==> config.mk <==
export PLATFORM = sky130hd
export DESIGN_NAME = adc_mon_sched
export DESIGN_NICKNAME = d
export VERILOG_FILES = /design/src/rtl/adc_mon_pkg.sv /design/src/rtl/adc_mon_rr.sv /design/src/rtl/adc_mon_sched.sv
export SDC_FILE = /design/constraint.sdc
export NUM_CORES = 1
export LEC_CHECK = 0
export BUFFER_PORTS_ARGS = -buffer_cell sky130_fd_sc_hd__buf_4
export CAP_MARGIN = 20
export CORE_MARGIN = 4
export CORE_UTILIZATION = 56
export CTS_BUF_LIST = sky130_fd_sc_hd__clkbuf_8
export DETAILED_ROUTE_END_ITERATION = 7
export HOLD_SLACK_MARGIN = 0.1
export PLACE_DENSITY = 0.89
export SYNTH_ARGS = -nofsm -noshare
export SYNTH_HDL_FRONTEND = slang
export SYNTH_SLANG_ARGS = --single-unit
==> constraint.sdc <==
create_clock -name clk -period 2.45 [get_ports clk]
set_input_delay 0.245 -clock clk [delete_from_list [all_inputs] [get_ports clk]]
set_output_delay 0.245 -clock clk [all_outputs]
set_load 0.005 [all_outputs]
==> src/rtl/adc_mon_pkg.sv <==
// Shared definitions for the ADC monitor scheduler: channel/mux encodings,
// FSM state encoding, timing defaults and the round-robin successor helper.
package adc_mon_pkg;

    localparam int SETTLE_CYC_DEF  = 4;
    localparam int TIMEOUT_CYC_DEF = 64;

    // Channel encodings double as the ADC mux select values
    typedef enum logic [1:0] {
        CH_V = 2'd0,
        CH_I = 2'd1,
        CH_T = 2'd2
    } ch_e;

    typedef enum logic [1:0] {
        IDLE   = 2'd0,
        SETTLE = 2'd1,
        CONV   = 2'd2,
        STORE  = 2'd3
    } state_e;

    function automatic ch_e ch_succ(input ch_e c);
        case (c)
            CH_V:    return CH_I;
            CH_I:    return CH_T;
            default: return CH_V;
        endcase
    endfunction

endpackage

==> src/rtl/adc_mon_rr.sv <==
// Combinational round-robin picker: first enabled channel after the last
// served one, walking V->I->T->V.
module adc_mon_rr
    import adc_mon_pkg::*;
(
    input  logic [2:0] mon_en,
    input  ch_e        last,
    output ch_e        next_ch,
    output logic       any
);

    ch_e  cand;
    logic found;

    always_comb begin
        next_ch = last;
        found   = 1'b0;
        cand    = last;
        for (int k = 0; k < 3; k++) begin
            cand = ch_succ(cand);
            if (!found && mon_en[cand]) begin
                next_ch = cand;
                found   = 1'b1;
            end
        end
    end

    assign any = |mon_en;

endmodule

==> src/rtl/adc_mon_sched.sv <==
// Shared-ADC scheduler for battery V/I/T monitoring (settle, convert, store).
// Optional macro MON_AVG_EN: store a rounded two-sample average instead of raw data.
module adc_mon_sched
    import adc_mon_pkg::*;
#(
    parameter int SETTLE_CYC  = SETTLE_CYC_DEF,
    parameter int TIMEOUT_CYC = TIMEOUT_CYC_DEF
) (
    input  logic       clk,
    input  logic       rst,
    input  logic       en,
    input  logic       vmonen,
    input  logic       imonen,
    input  logic       tmonen,
    input  logic       adc_done,
    input  logic [7:0] adc_data,
    output logic [1:0] adc_sel,
    output logic       adc_start,
    output logic [7:0] vbat,
    output logic [7:0] ibat,
    output logic [7:0] tbat,
    output logic       vtok,
    output logic       adc_err
);

    localparam logic [9:0] SETTLE_LAST  = 10'(SETTLE_CYC - 1);
    localparam logic [9:0] TIMEOUT_LAST = 10'(TIMEOUT_CYC - 1);

    state_e     state_reg, state_next;
    logic [9:0] cnt_reg, cnt_next;
    ch_e        sel_reg, sel_next;
    ch_e        last_reg, last_next;
    logic       start_reg, start_next;
    logic       err_reg, err_next;
    logic       keep_reg, keep_next;
    logic [2:0] valid_reg, valid_next;
    logic       vtok_reg;
    logic [2:0] mon_en;
    logic [2:0] cap;
    logic [7:0] data_reg [3];
    ch_e        rr_ch;
    logic       rr_any;

    assign mon_en = {tmonen, imonen, vmonen};

    adc_mon_rr u_rr (
        .mon_en  (mon_en),
        .last    (last_reg),
        .next_ch (rr_ch),
        .any     (rr_any)
    );

    always_comb begin
        state_next = state_reg;
        cnt_next   = cnt_reg;
        sel_next   = sel_reg;
        last_next  = last_reg;
        start_next = 1'b0;
        err_next   = err_reg;
        keep_next  = keep_reg;
        if (!en) begin
            state_next = IDLE;
            cnt_next   = '0;
        end else begin
            case (state_reg)
                IDLE: begin
                    if (rr_any) begin
                        sel_next   = rr_ch;
                        last_next  = rr_ch;
                        cnt_next   = '0;
                        state_next = SETTLE;
                    end
                end
                SETTLE: begin
                    if (cnt_reg == SETTLE_LAST) begin
                        cnt_next   = '0;
                        start_next = 1'b1;
                        state_next = CONV;
                    end else begin
                        cnt_next = cnt_reg + 10'd1;
                    end
                end
                CONV: begin
                    // A dropped channel enable still completes the cycle, minus the update
                    if (adc_done) begin
                        keep_next  = |cap;
                        state_next = STORE;
                    end else if (cnt_reg == TIMEOUT_LAST) begin
                        err_next   = 1'b1;
                        state_next = IDLE;
                    end else begin
                        cnt_next = cnt_reg + 10'd1;
                    end
                end
                default: state_next = IDLE;
            endcase
        end
    end

    generate
        for (genvar gi = 0; gi < 3; gi++) begin : g_ch
            logic [7:0] cap_val;

            assign cap[gi] = (state_reg == CONV) && en && adc_done && mon_en[gi]
                             && (sel_reg == 2'(gi));

            assign valid_next[gi] = (!en || !mon_en[gi]) ? 1'b0 :
                                    ((state_reg == STORE) && keep_reg && (sel_reg == 2'(gi))) ? 1'b1 :
                                    valid_reg[gi];
`ifdef MON_AVG_EN
            logic [8:0] sum;
            assign sum     = {1'b0, data_reg[gi]} + {1'b0, adc_data} + 9'd1;
            assign cap_val = valid_reg[gi] ? sum[8:1] : adc_data;
`else
            assign cap_val = adc_data;
`endif
            always_ff @(posedge clk) begin
                if (rst) begin
                    data_reg[gi] <= '0;
                end else if (cap[gi]) begin
                    data_reg[gi] <= cap_val;
                end
            end
        end
    endgenerate

    always_ff @(posedge clk) begin
        if (rst) begin
            state_reg <= IDLE;
            cnt_reg   <= '0;
            sel_reg   <= CH_V;
            last_reg  <= CH_T;
            start_reg <= 1'b0;
            err_reg   <= 1'b0;
            keep_reg  <= 1'b0;
            valid_reg <= '0;
            vtok_reg  <= 1'b0;
        end else begin
            state_reg <= state_next;
            cnt_reg   <= cnt_next;
            sel_reg   <= sel_next;
            last_reg  <= last_next;
            start_reg <= start_next;
            err_reg   <= err_next;
            keep_reg  <= keep_next;
            valid_reg <= valid_next;
            vtok_reg  <= valid_next[0] & valid_next[2];
        end
    end

    assign adc_sel   = sel_reg;
    assign adc_start = start_reg;
    assign vbat      = data_reg[0];
    assign ibat      = data_reg[1];
    assign tbat      = data_reg[2];
    assign vtok      = vtok_reg;
    assign adc_err   = err_reg;

endmodule
==> results of run 1 <==
==> Yosys cell counts (3+ instances only) <==
library cell	count	area share
clkbuf_1	3	0.0054
nor4_1	4	0.012
dfxtp_1	21	0.20
nand3_1	7	0.017
a21oi_1	5	0.012
nand2_1	15	0.027
edfxtp_1	24	0.35
a22o_2	4	0.019
and2_1	24	0.073
nor3_1	8	0.019
o211ai_1	4	0.015
o21ai_0	4	0.0097
inv_1	7	0.013
a21o_1	4	0.015
nor2_1	16	0.029
ha_1	5	0.030
==> worst max-delay path: stages (launching register included) <==
cell,delay [ns]
dfxtp_1,0.38
ha_1,0.24
or4b_1,0.52
o31ai_4,0.26
a21oi_2,0.17
nor2b_4,0.18
a221o_1,0.29
==> layer usage <==
metal	routed length, um	GRT usage
met5	0	0
met4	57	0.0730
met3	349	0.0535
met2	2100	0.348
met1	1780	0.246
==> report_power, final <==
group	switching, mW	internal [mW]	total (mW)
clock	0.237	0.298	0.535
sequential	0.0142	0.811	0.825
combinational	0.0688	0.0652	0.134
==> cell type report <==
class,instances,area [sq um],area share
clock inverters,3,38.8,0.0151
clock buffers,5,68.8,0.0268
well taps,46,57.6,0.0224
flip-flops and latches,45,1140,0.444
multi-input cells,134,878,0.342
inverters,7,26.3,0.0102
repair buffers,48,360,0.140
==> worst paths after layout <==
path | to | slack (ns)
worst min-delay path | adc_sel[0] | 0.17
worst min register to register | adc_err | 0.49
worst max-delay path | cnt_reg[8] | 0.29
worst max register to register | cnt_reg[8] | 0.29
==> kinds of logic after synthesis <==
family,after synthesis,synth area share
AND/OR/NAND/NOR,86,0.223
flip-flops,45,0.551
AO/OA/AOI/OAI,39,0.152
buffers and inverters,12,0.0242
adder cells (fa/ha/maj),5,0.0302
XOR/XNOR,2,0.00847
multiplexers,2,0.0103
==> per-stage QoR <==
stage	area [sq um]	setup slack, ns	instances
6_report	2570	0.290	288
5_1_grt	2570	0.173	288
4_1_cts	2570	0.304	288
3_5_place_dp	2460	0.310	280
3_3_place_gp	2460	0.383	280
2_1_floorplan	2070	0.457	191
==> impl_metrics.tcl, run 1 <==
set metrics [dict create \
    numCtsBuffers 5 \
    gp_congestion 0.930 \
    post_cts_resize_count 0 \
    cp.required_ns 2.63 \
    power.total_mw 1.49 \
    wl_per_cell_um 14.9 \
    leakagePower_nw 1.08 \
    die-area_sq_um 4730 \
    synth_ff_type "edfxtp_1" \
    cts_setup_buffers 0 \
    critical_path_class "reg2reg" \
    ir_worst_vdd_uv 351 \
    grt_max_degree 15 \
    final.setup.tns_ns 0 \
    drt_iter0_drc 124 \
    power.density_nw_per_um2 581 \
    vias 1634 \
    arrival_ns 2.34 \
    cp-end-kind "register" \
    timing.rr.start "cnt_reg[0]" \
    drv_cap 0 \
    synthCells 191 \
    syn_area_per_cell_sq_um 10.8 \
    hp-class "in2reg" \
    fillers 260 \
    critPathLaunchType "register" \
    track_usage 0.203 \
    synthesis.nets 211 \
    first_pass_iters 4 \
    syn2layout_area_growth_pct 24.2 \
    cts-root-buf "clkbuf_8" \
    rr_worst_depth 6 \
    syn_area_sq_um 2070 \
    grt_first_pass_wirelength_um 7040 \
    crit_start "cnt_reg[0]" \
    antenna_found_initial 0 \
    synth-edff-count 24 \
    yosysWarnings 0 \
    status "completed" \
    async_flop_share 0 \
    hp-start "rst" \
    rsz0062_at_grt "no" \
    final_common_cell "buf_4" \
    die_y_um 68.8 \
    dp_hpwl_um 3170 \
    rows 21 \
    fin_hold_ws_ns 0.173 \
    insertedDiodeCount 0 \
    relSlewSlack 0.555 \
    fmax_ghz 0.463 \
    fin_crit_ns 2.16 \
    ys_seq_area_frac 0.551 \
    placement.io_buffers 43 \
    htreeDepth 2 \
    layout-drive-gt1-share 0.281 \
    clk_pin_slew_ns 0.08 \
    cp_max_fo 9 \
    utilization 0.747 \
    hold_buffers 0 \
    clkSinkCount 45 \
    fin_worst_skew_ns 0.00393 \
    setup_viol 0 \
    boundaryPins 44 \
    via_per_inst 5.67 \
    cts_tree "yes" \
    synth_cell_types 46 \
    largest_reg_flops 24 \
    layout.nets 261 \
    ys_ff_latch 45 \
    start_util 0.601 \
    drc_errors 0 \
    die_width_um 68.8 \
    min_path_cells 2 \
    layout_common_cells "buf_4, and2_1, edfxtp_1" \
    slew_violations 0 \
    wl_um 4280 \
    clockBufferDepth 2 \
    antenna_left 0 \
    clk_latency_ns 0.29 \
    min_period_over_period 0.882 \
    core_area_sq_um 3440 \
    grt_pass1_vias 1537 \
    worst_pin_slew_ns 0.663 \
    finalHoldViolations 0 \
    grt_remaining_overflow 0 \
]
(Power assumes the default switching activity.)
==> run 2: changes to the inputs <==
--- a/config.mk
+++ b/config.mk
@@ -7,7 +7,7 @@
 export LEC_CHECK = 0
 export BUFFER_PORTS_ARGS = -buffer_cell sky130_fd_sc_hd__buf_4
 export CAP_MARGIN = 20
-export CORE_MARGIN = 4
+export CORE_MARGIN = 2
 export CORE_UTILIZATION = 56
 export CTS_BUF_LIST = sky130_fd_sc_hd__clkbuf_8
 export DETAILED_ROUTE_END_ITERATION = 7
==> run 2 against run 1 <==
Net effect:
- die area down 11%
- sequential share of layout area shrank 0.086 points
- critical path type unchanged
- cell area up 0.19%
- routed wire length down 0.82%
- fmax decreased by 0.91%
==> impl_metrics.tcl, run 2 (synthesis results as in run 1) <==
set metrics [dict create \
    slew_violations 0 \
    crit_start "cnt_reg[0]" \
    die-area_sq_um 4200 \
    cp_max_fo 9 \
    layout-drive-gt1-share 0.281 \
    wl_per_cell_um 14.6 \
    wl_um 4240 \
    rsz0062_at_grt "no" \
    antenna_left 0 \
    cts-root-buf "clkbuf_8" \
    cp_slowest_cell "or4b_1" \
    relSlewSlack 0.544 \
    finalHoldViolations 0 \
    first_pass_iters 4 \
    rows 22 \
    placement.io_buffers 43 \
    drc_errors 0 \
    clk_pin_slew_ns 0.08 \
    track_usage 0.222 \
    clockBufferDepth 2 \
    antenna_found_initial 0 \
    grt_pass1_vias 1568 \
    cp.required_ns 2.64 \
    max_stage_delay_ns 0.53 \
    clk_latency_ns 0.29 \
    place_ws_ns 0.306 \
    hp-start "rst" \
    ir_worst_vdd_uv 354 \
    worst_pin_slew_ns 0.679 \
    hp-class "in2reg" \
    final.setup.tns_ns 0 \
    critPathLaunchType "register" \
    drv_cap 0 \
    status "completed" \
    fin_worst_skew_ns 0.00452 \
    hold_buffers 0 \
    critical_path_class "reg2reg" \
    insertedDiodeCount 0 \
    power.density_nw_per_um2 581 \
    layout.nets 261 \
    dp_cells 282 \
    fmax_ghz 0.459 \
    timing.rr.start "cnt_reg[0]" \
    syn2layout_area_growth_pct 24.5 \
    dp_hpwl_um 3210 \
    gp_congestion 0.861 \
    largest_reg_flops 24 \
    boundaryPins 44 \
    die_width_um 64.8 \
    setup_ws_ns 0.270 \
    grt_remaining_overflow 0 \
    post_cts_resize_count 0 \
    layout_common_cells "buf_4, and2_1, edfxtp_1" \
    grt_max_degree 15 \
    arrival_ns 2.37 \
    drt_iter0_drc 68 \
    via_per_inst 5.62 \
    cp-end-kind "register" \
    setup_viol 0 \
    final_common_cell "buf_4" \
    numCtsBuffers 5 \
    cts_tree "yes" \
    min_period_over_period 0.890 \
    stdcell_count 290 \
    start_util 0.574 \
    path_cells "ha_1 -> or4b_1 -> o31ai_4 -> a21oi_2 -> nor2b_4 -> a221o_1" \
    grt_first_pass_wirelength_um 7070 \
    vias 1631 \
    core_area_sq_um 3610 \
    clkSinkCount 45 \
    cts_setup_buffers 0 \
    leakagePower_nw 1.08 \
    die_y_um 64.8 \
    fin_crit_ns 2.18 \
    htreeDepth 2 \
]
==> run 2: changes by cell type in the layout (fill, tap and decap cells not counted), sizes merged <==
cell,previous run,this run
clkinvlp,0,1
inv,8,7
==> run 2: critical path: cells and delay by family, from the launching register on <==
kind / cells / cell delay, ns
AOI/OAI and AO/OA: 3 / 0.72
DFF: 1 / 0.39
adders and majority gates: 1 / 0.26
and+or+nand+nor: 2 / 0.71
==> run 2: path summary, 6_finish.rpt <==
kind | to | cells past startpoint | slack, ns
max | cnt_reg[8] | 6 | 0.27
min | adc_err | 2 | 0.17
max reg2reg | cnt_reg[8] | 6 | 0.27
min reg2reg | adc_err | 2 | 0.48
==> run 2: per-stage QoR <==
stage                     area (sq um)  power [mW]  utilization  hold slack (ns)
after floorplan                   2070       0.906            -            0.314
after CTS                         2580        1.50        0.714            0.165
after global placement            2470       0.972        0.684            0.463
final                             2580        1.50        0.714            0.167
after detailed placement          2470       0.976        0.684            0.468
after global routing              2580        1.56        0.714            0.173
==> run 2: final cells by class <==
type                       instances  area [sq um]
sequential                        45          1140
clock buffer                       5          68.8
tap                               48          60.1
timing repair buffer              48           360
fill                             259          1030
clock inverter                     3          41.3
multi-input combinational        134           878
inverter                           7          26.3
==> run 2: power breakdown <==
| part | switching [mW] | total [mW] | leakage, nW | internal [mW] |
|---|---|---|---|---|
| logic | 0.0692 | 0.134 | 0.606 | 0.0653 |
| registers | 0.0151 | 0.826 | 0.417 | 0.811 |
| clock network | 0.236 | 0.535 | 0.0518 | 0.300 |
| total | 0.320 | 1.50 | 1.08 | 1.18 |
==> run 2: per-layer routing <==
| metal | share of wire | up-vias | global-route usage |
|---|---|---|---|
| met2 | 0.48 | 64 | 0.380 |
| li1 | - | 793 | - |
| met3 | 0.062 | 14 | 0.0486 |
| met5 | 0 | - | 0 |
| met1 | 0.43 | 760 | 0.262 |
| met4 | 0.030 | 0 | 0.109 |
==> run 3: changes to the inputs <==
--- a/config.mk
+++ b/config.mk
@@ -5,10 +5,11 @@
 export SDC_FILE = /design/constraint.sdc
 export NUM_CORES = 1
 export LEC_CHECK = 0
+export ABC_AREA = 1
 export BUFFER_PORTS_ARGS = -buffer_cell sky130_fd_sc_hd__buf_4
 export CAP_MARGIN = 20
 export CORE_MARGIN = 2
-export CORE_UTILIZATION = 56
+export CORE_UTILIZATION = 57
 export CTS_BUF_LIST = sky130_fd_sc_hd__clkbuf_8
 export DETAILED_ROUTE_END_ITERATION = 7
 export HOLD_SLACK_MARGIN = 0.1
==> run 3 against run 2 <==
Net effect:
- fmax is 23% higher
- register-to-register slack better by 0.40 ns
- clock skew is 0.0044 ns higher
- die area is 5.5% higher
- total power is 0.64% lower
- largest power group unchanged
- setup slack better by 0.40 ns
- combinational power is 45% higher
- flip-flop and latch count stayed put
- critical path type unchanged
- first-iteration DRC count is 120% higher
==> impl_metrics.tcl, run 3 <==
set metrics [dict create \
    die-area_sq_um 4430 \
    async_flop_share 0 \
    drv_cap 0 \
    critical_path_class "reg2reg" \
    p_sw_frac 0.263 \
    final_common_cell "nand2_1" \
    fmax_ghz 0.563 \
    drt_iter0_drc 150 \
    rsz0062_at_grt "no" \
    dp_hpwl_um 3260 \
    regArea_sq_um 1140 \
    layout_common_cells "nand2_1, nor2_1, buf_4" \
    clk_latency_ns 0.30 \
    ys_seq_area_frac 0.511 \
    slew_violations 0 \
    rows 22 \
    grt_remaining_overflow 0 \
    relSlewSlack 0.787 \
    final_area_sq_um 2710 \
    rr_worst_depth 7 \
    grt_first_pass_wirelength_um 6910 \
    largest_reg_flops 24 \
    min_path_cells 2 \
    syn2layout_area_growth_pct 21.5 \
    critPathLaunchType "register" \
    cts_setup_buffers 0 \
    synthesis.nets 284 \
    max_stage_delay_ns 0.35 \
    setup_viol 0 \
    clkSinkCount 45 \
    ys_top_cells_by_count "nand2_1, nor2_1, inv_1" \
    leakagePower_nw 1.18 \
    ir_worst_vdd_uv 343 \
    cp-end-kind "register" \
    cts_tree "yes" \
    boundaryPins 44 \
    clk_pin_slew_ns 0.09 \
    gp_congestion 0.896 \
    cp_max_fo 8 \
    multi_input_area_sq_um 937 \
    wl_um 4340 \
    clockBufferDepth 2 \
    synthCells 264 \
    power.total_mw 1.49 \
    die_y_um 66.6 \
    grt_max_degree 16 \
    fin_hold_ws_ns 0.165 \
    vias 1884 \
    cp.required_ns 2.44 \
    fillers 273 \
    placement.io_buffers 43 \
    layout.nets 335 \
    post_cts_resize_count 0 \
    combPwrFrac 0.131 \
    clockPowerShare 0.309 \
    synth_area_leader_cell "edfxtp_1" \
    cellInternalPower_mw 1.10 \
    cp_slowest_cell "dfxtp_1" \
    antenna_found_initial 0 \
    synth_ff_type "edfxtp_1" \
    cts-root-buf "clkbuf_8" \
    insertedDiodeCount 0 \
    core_area_sq_um 3720 \
    final.setup.tns_ns 0 \
    hp-class "in2reg" \
    grt_pass1_vias 1615 \
    fin_worst_skew_ns 0.00893 \
    status "completed" \
    finalHoldViolations 0 \
    wl_per_cell_um 11.9 \
    drc_errors 0 \
    layout-drive-gt1-share 0.266 \
    power_switching_mw 0.392 \
    min_period_over_period 0.725 \
    yosysWarnings 0 \
    p_seq_frac 0.561 \
    ys_top_cells_by_area "edfxtp_1, dfxtp_1, nand2_1, nor2_1, inv_1" \
    ys_ff_latch 45 \
    power.density_nw_per_um2 548 \
    syn_area_per_cell_sq_um 8.45 \
    antenna_left 0 \
    htreeDepth 2 \
    die_width_um 66.6 \
    synth_cell_types 32 \
    via_per_inst 5.18 \
    synth.most_common_cell "nand2_1" \
    worst_pin_slew_ns 0.317 \
    path_cells "inv_1 -> ha_1 -> nand2_1 -> inv_2 -> nand2_2 -> nor4_4 -> or2_2" \
    syn_area_sq_um 2230 \
    start_util 0.600 \
    dpl-instance-area_sq_um 2620 \
    hold_buffers 0 \
    synth_top_area_share 0.323 \
    synth-edff-count 24 \
    first_pass_iters 4 \
    numCtsBuffers 5 \
    arrival_ns 1.77 \
    fin_crit_ns 1.78 \
    track_usage 0.208 \
]
-- run 3: final cells by class --
type                       instances  area share
sequential                        45       0.421
multi-input combinational        181       0.346
timing repair buffer              45       0.125
inverter                          37      0.0535
clock buffer                       5      0.0254
tap                               48      0.0222
clock inverter                     3     0.00784
-- run 3: cells by family after synthesis --
logic type      share of synthesized area
compound gates                     0.0606
simple gates                        0.324
buf+inv                            0.0684
fa+ha+maj                          0.0280
xor+xnor                          0.00785
flops                               0.511
-- run 3: worst paths after layout --
kind	from	to	slack [ns]
max	state_reg[0]	data_reg[1][0]	0.67
min	rst	valid_reg[2]	0.17
max reg2reg	state_reg[0]	data_reg[1][0]	0.67
min reg2reg	valid_reg[0]	valid_reg[0]	0.48
-- run 3: per-layer routing --
metal  vias to the layer above  track usage  share of wire
met1                       853        0.258           0.44
li1                        954            -              -
met5                         -            0              0
met2                        70        0.350           0.48
met3                         7       0.0490          0.072
met4                         0       0.0816          0.014
-- run 3: power groups by stage --
stage	clock [mW]	sequential (mW)	combinational [mW]
global placement	0	0.850	0.189
global route	0.501	0.835	0.216
detailed placement	0	0.851	0.193
finish	0.459	0.833	0.194
floorplan	0	0.849	0.118
CTS	0.461	0.833	0.193
-- run 3: metrics by stage --
step                      cells  setup slack, ns  utilization
after floorplan             264            0.530            -
after global placement      356            0.786        0.705
after detailed placement    356            0.701        0.705
after CTS                   364            0.686        0.730
after global routing        364            0.525        0.730
final                       364            0.674        0.730
-- run 3: worst max-delay path, delay by kind of cell, from the launching register on --
kind / cells / cell delay, ns
AND/OR/NAND/NOR: 4 / 0.66
flip-flops: 1 / 0.35
adder cells (fa/ha/maj): 1 / 0.25
buffers and inverters: 2 / 0.21
